==> config.mk <==
export PLATFORM = sky130hd
export DESIGN_NAME = uart_rx_bit_sampler
export DESIGN_NICKNAME = d
export VERILOG_FILES = /design/src/rtl/uart_pkg.sv /design/src/rtl/uart_rx_sync.sv /design/src/rtl/uart_rx_bit_sampler.sv
export SDC_FILE = /design/constraint.sdc
export NUM_CORES = 1
export LEC_CHECK = 0
export CAP_MARGIN = 0
export CORE_AREA = 2 2 59 61
export CTS_CLUSTER_SIZE = 8
export DETAILED_ROUTE_END_ITERATION = 12
export DIE_AREA = 0 0 61 63
export PLACE_DENSITY = 0.57
export RECOVER_POWER = 50
export SETUP_SLACK_MARGIN = 0.3
export SLEW_MARGIN = 25
export SYNTH_ARGS = -nofsm -noshare
export SYNTH_HDL_FRONTEND = slang
export SYNTH_HIERARCHICAL = 1
export SYNTH_SLANG_ARGS = --single-unit
==> constraint.sdc <==
create_clock -name clk -period 2.15 [get_ports clk]
set_input_delay 0.3225 -clock clk [delete_from_list [all_inputs] [get_ports clk]]
set_output_delay 0.3225 -clock clk [all_outputs]
set_load 0.03 [all_outputs]
==> src/rtl/uart_pkg.sv <==
// Shared types and defaults for the UART receive path.
package uart_pkg;

  // Bit-sampler front-end states.
  typedef enum logic [1:0] {
    IDLE      = 2'd0,
    START     = 2'd1,
    BITS      = 2'd2,
    WAIT_IDLE = 2'd3
  } uart_rx_samp_state_t;

  localparam int UART_OVERSAMPLE_DEFAULT = 16;
  localparam int UART_MAX_FRAME_BITS     = 12;
  localparam int UART_SYNC_STAGES_DEFAULT = 2;

endpackage

==> src/rtl/uart_rx_sync.sv <==
// rx line synchroniser with falling-edge detect.
// A valid bit travels alongside each synchroniser stage so that the
// idle-high values loaded on clear are never compared against real line
// data: a line that is already low when the block leaves clear produces
// no edge.
module uart_rx_sync #(
  parameter int SYNC_STAGES = 2
) (
  input  logic clk,
  input  logic rst_n,
  input  logic enable,
  input  logic rx_in,
  output logic rx_s,
  output logic fall
);

  logic [SYNC_STAGES-1:0] sync_p;
  logic [SYNC_STAGES-1:0] vld_p;
  logic                   rx_s_d;
  logic                   vld_d;
  logic                   clear;

  assign clear = !rst_n || !enable;

  // Shift the line and its valid flag through the synchroniser and edge register.
  always_ff @(posedge clk) begin
    if (clear) begin
      sync_p <= '1;
      vld_p  <= '0;
      rx_s_d <= 1'b1;
      vld_d  <= 1'b0;
    end else begin
      sync_p <= {sync_p[SYNC_STAGES-2:0], rx_in};
      vld_p  <= {vld_p[SYNC_STAGES-2:0], 1'b1};
      rx_s_d <= sync_p[SYNC_STAGES-1];
      vld_d  <= vld_p[SYNC_STAGES-1];
    end
  end

  assign rx_s = sync_p[SYNC_STAGES-1];
  assign fall = vld_d && rx_s_d && !rx_s;

endmodule

==> src/rtl/uart_rx_bit_sampler.sv <==
// UART receive front end: finds the start bit, majority-votes three
// oversamples around each bit centre and hands one decided bit per bit
// period to the frame state machine.
module uart_rx_bit_sampler
  import uart_pkg::*;
#(
  parameter int OVERSAMPLE  = UART_OVERSAMPLE_DEFAULT,
  parameter int SYNC_STAGES = UART_SYNC_STAGES_DEFAULT,
  parameter int MAX_BITS    = UART_MAX_FRAME_BITS
) (
  input  logic clk,
  input  logic rst_n,
  input  logic enable,
  input  logic baud_tick,
  input  logic rx_in,
  input  logic frame_complete,
  output logic start_detected,
  output logic bit_valid,
  output logic bit_sample,
  output logic rx_busy,
  output logic false_start,
  output logic timeout_err
);

  localparam int MID    = OVERSAMPLE / 2;
  localparam int TICK_W = $clog2(OVERSAMPLE);
  localparam int BIT_W  = $clog2(MAX_BITS + 1);

  localparam logic [TICK_W-1:0] TICK_LAST = TICK_W'(OVERSAMPLE - 1);
  localparam logic [TICK_W-1:0] TICK_S0   = TICK_W'(MID - 1);
  localparam logic [TICK_W-1:0] TICK_S1   = TICK_W'(MID);
  localparam logic [TICK_W-1:0] TICK_S2   = TICK_W'(MID + 1);
  localparam logic [BIT_W-1:0]  BIT_LIMIT = BIT_W'(MAX_BITS);

  // Majority of three samples; with an odd count a tie cannot occur.
  function automatic logic maj3(input logic a, input logic b, input logic c);
    return (a & b) | (a & c) | (b & c);
  endfunction

  uart_rx_samp_state_t state, state_next;

  logic [TICK_W-1:0] tick_cnt, tick_next, tick_adv;
  logic [BIT_W-1:0]  bit_cnt, bit_cnt_next;
  logic [1:0]        vote_p0, vote_next;
  logic              rx_s, fall;
  logic              sample_tick, decide, voted;
  logic              start_next, valid_next, sample_next, false_next, timeout_next;
  logic              clear;

  assign clear = !rst_n || !enable;

  uart_rx_sync #(
    .SYNC_STAGES (SYNC_STAGES)
  ) u_sync (
    .clk    (clk),
    .rst_n  (rst_n),
    .enable (enable),
    .rx_in  (rx_in),
    .rx_s   (rx_s),
    .fall   (fall)
  );

  assign tick_adv    = (tick_cnt == TICK_LAST) ? '0 : tick_cnt + 1'b1;
  assign sample_tick = baud_tick && ((tick_cnt == TICK_S0) || (tick_cnt == TICK_S1));
  assign decide      = baud_tick && (tick_cnt == TICK_S2);
  assign voted       = maj3(vote_p0[1], vote_p0[0], rx_s);

  // FSM state register.
  always_ff @(posedge clk) begin
    if (clear) state <= IDLE;
    else       state <= state_next;
  end

  // Next state, counters, vote capture and registered-output next values.
  always_comb begin
    state_next   = state;
    tick_next    = tick_cnt;
    bit_cnt_next = bit_cnt;
    vote_next    = vote_p0;
    start_next   = 1'b0;
    valid_next   = 1'b0;
    sample_next  = bit_sample;
    false_next   = 1'b0;
    timeout_next = 1'b0;
    case (state)
      IDLE: begin
        tick_next    = '0;
        bit_cnt_next = '0;
        if (fall) state_next = START;
      end
      START: begin
        if (baud_tick)   tick_next = tick_adv;
        if (sample_tick) vote_next = {vote_p0[0], rx_s};
        if (decide) begin
          if (!voted) begin
            state_next = BITS;
            start_next = 1'b1;
          end else begin
            state_next = IDLE;
            false_next = 1'b1;
            tick_next  = '0;
          end
        end
      end
      BITS: begin
        if (frame_complete) begin
          // frame_complete outranks a bit decision landing in the same cycle.
          state_next   = WAIT_IDLE;
          bit_cnt_next = '0;
          tick_next    = '0;
        end else if (bit_cnt == BIT_LIMIT) begin
          state_next   = WAIT_IDLE;
          timeout_next = 1'b1;
          bit_cnt_next = '0;
          tick_next    = '0;
        end else begin
          if (baud_tick)   tick_next = tick_adv;
          if (sample_tick) vote_next = {vote_p0[0], rx_s};
          if (decide) begin
            valid_next   = 1'b1;
            sample_next  = voted;
            bit_cnt_next = bit_cnt + 1'b1;
          end
        end
      end
      WAIT_IDLE: begin
        // A held-low line (break) parks here and cannot start a new frame.
        tick_next = '0;
        if (rx_s) state_next = IDLE;
      end
      default: state_next = IDLE;
    endcase
  end

  // Counters and registered outputs, cleared by reset or disable.
  always_ff @(posedge clk) begin
    if (clear) begin
      tick_cnt       <= '0;
      bit_cnt        <= '0;
      start_detected <= 1'b0;
      bit_valid      <= 1'b0;
      bit_sample     <= 1'b0;
      rx_busy        <= 1'b0;
      false_start    <= 1'b0;
      timeout_err    <= 1'b0;
    end else begin
      tick_cnt       <= tick_next;
      bit_cnt        <= bit_cnt_next;
      start_detected <= start_next;
      bit_valid      <= valid_next;
      bit_sample     <= sample_next;
      rx_busy        <= (state_next != IDLE);
      false_start    <= false_next;
      timeout_err    <= timeout_next;
    end
  end

  // Oversample shift register; pure data, only meaningful between a start edge and a decision.
  always_ff @(posedge clk) begin
    vote_p0 <= vote_next;
  end

endmodule
==> impl_metrics.prom <==
# TYPE chip_impl_metric gauge
chip_impl_info{name="leading_area_contributor_after_synthesis",value="sky130_fd_sc_hd__dfxtp_1"} 1
chip_impl_info{name="master_cell_of_the_clock_root_buffer",value="sky130_fd_sc_hd__clkbuf_4"} 1
chip_impl_metric{name="detail_route.vias_per_cell",unit=""} 4.69
chip_impl_metric{name="flip_flop_and_latch_count_after_synthesis",unit=""} 24
chip_impl_metric{name="fin_max_slew_vios",unit=""} 0
chip_impl_info{name="hp-class",value="reg2reg"} 1
chip_impl_metric{name="post-layout-total-power",unit="uW"} 678
chip_impl_metric{name="numCtsBuffers",unit=""} 3
chip_impl_metric{name="power.share.clock",unit="%"} 29.2
chip_impl_info{name="path_delay_family",value="flip-flops"} 1
chip_impl_metric{name="met3_track_usage_gr",unit="%"} 3.73
chip_impl_metric{name="combinationalPowerShare",unit="%"} 3.9
chip_impl_metric{name="clock_insertion_delay_worst_skew",unit="ns"} 0.31
chip_impl_info{name="critical_path.endpoint_type",value="flip-flop"} 1
chip_impl_metric{name="clk_pin_slew",unit="ns"} 0.12
chip_impl_metric{name="met2_usage",unit="%"} 16.8
chip_impl_info{name="worst_path_most_repeated_cell",value="sky130_fd_sc_hd__inv_1"} 1
chip_impl_metric{name="leakage",unit="nW"} 0.415
chip_impl_metric{name="initial_drt_markers",unit=""} 26
chip_impl_metric{name="number_of_post_cts_setup_repair_buffers",unit=""} 0
chip_impl_metric{name="final_period_minus_worst_setup_slack",unit="ns"} 1.78
chip_impl_metric{name="p_sw_share",unit="%"} 20.7
chip_impl_metric{name="switchingPower",unit="uW"} 140
chip_impl_metric{name="max-vdd-ir-drop",unit="V"} 0.000303
chip_impl_metric{name="wl_per_cell",unit="um"} 11.4
chip_impl_metric{name="max_clock_freq",unit="MHz"} 563
chip_impl_metric{name="worst-endpoint-arrival",unit="ns"} 1.78
chip_impl_info{name="tritoncts",value="done"} 1
chip_impl_metric{name="placeableCoreArea",unit="mm2"} 0.00323
chip_impl_metric{name="maxSlewHeadroom",unit="%"} 59.7
chip_impl_metric{name="ant_nets",unit=""} 0
chip_impl_metric{name="grt.overflow.total",unit=""} 0
chip_impl_metric{name="seq_area_frac_synth",unit="%"} 46.9
chip_impl_metric{name="post_syn_area",unit="mm2"} 0.00107
chip_impl_metric{name="final_core_util",unit="%"} 38.6
chip_impl_metric{name="async_flop_share",unit="%"} 0
chip_impl_metric{name="numPortBuffers",unit=""} 11
chip_impl_metric{name="timing.critical_path.fanout_max",unit=""} 5
chip_impl_info{name="timing.critical_path.slowest_stage_cell",value="sky130_fd_sc_hd__dfxtp_1"} 1
chip_impl_metric{name="synth.distinct_cells",unit=""} 40
chip_impl_metric{name="antenna_cells_inserted",unit=""} 0
chip_impl_info{name="rsz0062_at_grt",value="false"} 1
chip_impl_metric{name="critical_path_required",unit="ns"} 2.15
chip_impl_metric{name="drive_gt1_share",unit="%"} 9.92
chip_impl_info{name="critical_path.cell_chain",value="inv_1 -> ha_1 -> nand3_1 -> and2_0 -> inv_1 -> a221oi_2"} 1
chip_impl_metric{name="die_width",unit="um"} 61
chip_impl_metric{name="gp_congestion",unit=""} 0.804
chip_impl_metric{name="fin_setup_tns",unit="ns"} 0
chip_impl_metric{name="effective_utilization_at_floorplan",unit="%"} 33.0
chip_impl_info{name="global_route.peak_usage_layer",value="met2"} 1
chip_impl_metric{name="post_synth_inst_count",unit=""} 107
chip_impl_metric{name="design.die.area",unit="mm2"} 0.00384
chip_impl_metric{name="critPathMaxStageDelay",unit="ns"} 0.42
chip_impl_metric{name="synth_area_per_cell",unit="um2"} 9.96
chip_impl_metric{name="cts_buffer_depth",unit=""} 2
chip_impl_metric{name="cts-hold-fix-buffers",unit=""} 0
chip_impl_info{name="result_of_the_run",value="complete, no violations"} 1
chip_impl_metric{name="io_pins",unit=""} 12
chip_impl_metric{name="std_cell_rows",unit=""} 21
chip_impl_metric{name="number_of_filler_instances_in_the_final_layout",unit=""} 332
chip_impl_metric{name="cp.buffers_inverters",unit=""} 2
chip_impl_metric{name="clock_sink_count",unit=""} 24
chip_impl_metric{name="post_cts.resized_instances",unit=""} 0
chip_impl_metric{name="power.density_cell_area",unit="mW/mm2"} 544
chip_impl_metric{name="remaining_drc_errors",unit=""} 0
chip_impl_metric{name="synth.net_count",unit=""} 118
chip_impl_metric{name="report.final.setup_viol",unit=""} 0
chip_impl_metric{name="count_of_flip_flops_with_a_built_in_enable_after_synthesis",unit=""} 2
chip_impl_info{name="postSynth.topFlopCell",value="sky130_fd_sc_hd__dfxtp_1"} 1
chip_impl_metric{name="tightest_slew",unit="ns"} 0.589
chip_impl_metric{name="htreeDepth",unit=""} 1
chip_impl_metric{name="detailedRoute.firstPassIterationCount",unit=""} 4
chip_impl_metric{name="first_global_vias",unit=""} 770
chip_impl_metric{name="global_route_track_usage_on_met1",unit="%"} 14.7
chip_impl_metric{name="num_vias",unit=""} 784
chip_impl_metric{name="timing.max_cap.violations",unit=""} 0
chip_impl_metric{name="grt_util_all_layers",unit="%"} 11.2
chip_impl_metric{name="internal_cell_power",unit="uW"} 538
chip_impl_metric{name="finalCritPeriodShare",unit="%"} 82.6
chip_impl_info{name="critPathLaunchType",value="flip-flop"} 1
chip_impl_metric{name="clock_tree_skew_after_final_layout",unit="ns"} 0.00213
chip_impl_metric{name="postRouteWirelength",unit="um"} 1910
chip_impl_metric{name="hold_viol_final",unit=""} 0
chip_impl_metric{name="netlist.area_leader.share",unit="%"} 41.3
chip_impl_metric{name="floorplan.die.height",unit="um"} 63
chip_impl_metric{name="area.growth.synth_to_final",unit="%"} 16.9
chip_impl_metric{name="grt_pass1_wl",unit="um"} 3330
chip_impl_metric{name="sequentialPowerShare",unit="%"} 66.9
chip_impl_metric{name="synthesis.yosys.warnings",unit=""} 6
chip_impl_metric{name="antenna_violations_before_repair",unit=""} 0
chip_impl_metric{name="place.detailed.hpwl",unit="um"} 1420
chip_impl_info{name="synth.area.top_cells",value="sky130_fd_sc_hd__dfxtp_1 (41%), sky130_fd_sc_hd__ha_1 (5.9%), sky130_fd_sc_hd__edfxtp_1 (5.6%)"} 1
chip_impl_info{name="path_class",value="reg2reg"} 1
chip_impl_metric{name="fin_nets",unit=""} 133
chip_impl_metric{name="largest_net_degree_at_the_start_of_global_routing",unit=""} 14
worst paths after layout:
check | depth (start not counted) | slack (ns) | endpoint | from
min reg2reg | 1 | 0.43 | u_sync/sync_p[1]$_SDFF_PP1_ | u_sync/sync_p[0]$_SDFF_PP1_
max | 6 | 0.37 | vote_p0[0]$_DFFE_PP_ | bit_cnt[0]$_SDFFE_PP0P_
max reg2reg | 6 | 0.37 | vote_p0[0]$_DFFE_PP_ | bit_cnt[0]$_SDFFE_PP0P_
min | 1 | 0.43 | u_sync/sync_p[1]$_SDFF_PP1_ | u_sync/sync_p[0]$_SDFF_PP1_
stage by stage:
stage	instance area [um2]	worst slack, ns	hold slack (ns)	std cells
6_report	1250	0.374	0.435	167
5_1_grt	1250	0.273	0.461	167
4_1_cts	1250	0.313	0.446	167
3_5_place_dp	1220	0.126	0.416	163
3_3_place_gp	1220	0.184	0.399	163
2_1_floorplan	1070	0.525	0.391	107
metal layers:
metal | part of all wire, % | vias up
met3 | 3.6 | 2
met4 | 0.99 | 0
li1 | - | 415
met1 | 50 | 355
met2 | 46 | 12
met5 | 0 | -
cells in the final DEF (no fill, tap or decap), types with 2 or more instances in the layout:
master	n
sky130_fd_sc_hd__a21oi_1	3
sky130_fd_sc_hd__inv_1	6
sky130_fd_sc_hd__nand2b_1	2
sky130_fd_sc_hd__and3_1	3
sky130_fd_sc_hd__or3_1	3
sky130_fd_sc_hd__dfxtp_1	22
sky130_fd_sc_hd__clkdlybuf4s50_1	10
sky130_fd_sc_hd__clkbuf_1	2
sky130_fd_sc_hd__nor2_1	6
sky130_fd_sc_hd__nand2_1	6
sky130_fd_sc_hd__ha_1	5
sky130_fd_sc_hd__buf_4	2
sky130_fd_sc_hd__nand4_1	3
sky130_fd_sc_hd__nand3_1	8
sky130_fd_sc_hd__nor3_1	3
sky130_fd_sc_hd__nand3b_1	5
sky130_fd_sc_hd__edfxtp_1	2
sky130_fd_sc_hd__clkbuf_4	3
sky130_fd_sc_hd__and2_0	2
sky130_fd_sc_hd__o21ai_0	3
cells by family after synthesis:
| logic type | Yosys count | synth area share, % |
|---|---|---|
| xor gates and xnor gates | 1 | 0.822 |
| DFF | 24 | 46.9 |
| and+or+nand+nor | 50 | 29.5 |
| muxes | 1 | 0.939 |
| AOI/OAI and AO/OA | 15 | 9.86 |
| buffers and inverters | 10 | 5.16 |
| adders and majority gates | 6 | 6.81 |
worst register-to-register path: cells and delay by family (launching register included):
kind | cells | cell delay (ns)
adder cells (fa/ha/maj) | 1 | 0.20
flip-flops | 1 | 0.42
AO/OA/AOI/OAI | 1 | 0.28
buffers and inverters | 2 | 0.15
AND/OR/NAND/NOR | 2 | 0.41
registers in the layout (all words and copies together) (netlist names):
| name | flops |
|---|---|
| timeout_err | 1 |
| rx_busy | 1 |
| u_sync/rx_s_d | 1 |
| state | 2 |
| bit_valid | 1 |
| bit_sample | 1 |
| false_start | 1 |
| bit_cnt | 4 |
| tick_cnt | 4 |
| u_sync/vld_d | 1 |
| u_sync/vld_p | 2 |
| start_detected | 1 |
| vote_p0 | 2 |
| u_sync/sync_p | 2 |
Yosys cell counts (3+ instances only):
| cell type | instances |
|---|---|
| sky130_fd_sc_hd__dfxtp_1 | 22 |
| sky130_fd_sc_hd__nand3_1 | 8 |
| sky130_fd_sc_hd__inv_1 | 6 |
| sky130_fd_sc_hd__nand2_1 | 6 |
| sky130_fd_sc_hd__nor2_1 | 6 |
| sky130_fd_sc_hd__ha_1 | 5 |
| sky130_fd_sc_hd__nand3b_1 | 5 |
| sky130_fd_sc_hd__a21oi_1 | 3 |
| sky130_fd_sc_hd__and3_1 | 3 |
| sky130_fd_sc_hd__nand4_1 | 3 |
| sky130_fd_sc_hd__nor3_1 | 3 |
| sky130_fd_sc_hd__o21ai_0 | 3 |
| sky130_fd_sc_hd__or3_1 | 3 |
power groups by stage:
stage | Sequential [mW] | Clock, mW | Combinational (mW)
after floorplan | 0.463 | 0 | 0.0125
after global placement | 0.463 | 0 | 0.0276
after detailed placement | 0.464 | 0 | 0.0278
after CTS | 0.454 | 0.210 | 0.0279
after global routing | 0.454 | 0.231 | 0.0291
final | 0.453 | 0.198 | 0.0267
layout make-up:
class	instances	area, um2	share of cell area (%)
well taps	46	57.6	4.62
repair buffers	14	129	10.3
multi-input cells	73	510	41.0
inverters	6	22.5	1.81
clock buffers	4	26.3	2.11
flip-flops and latches	24	500	40.2
Note: power is estimated with default switching activity, not from simulation.
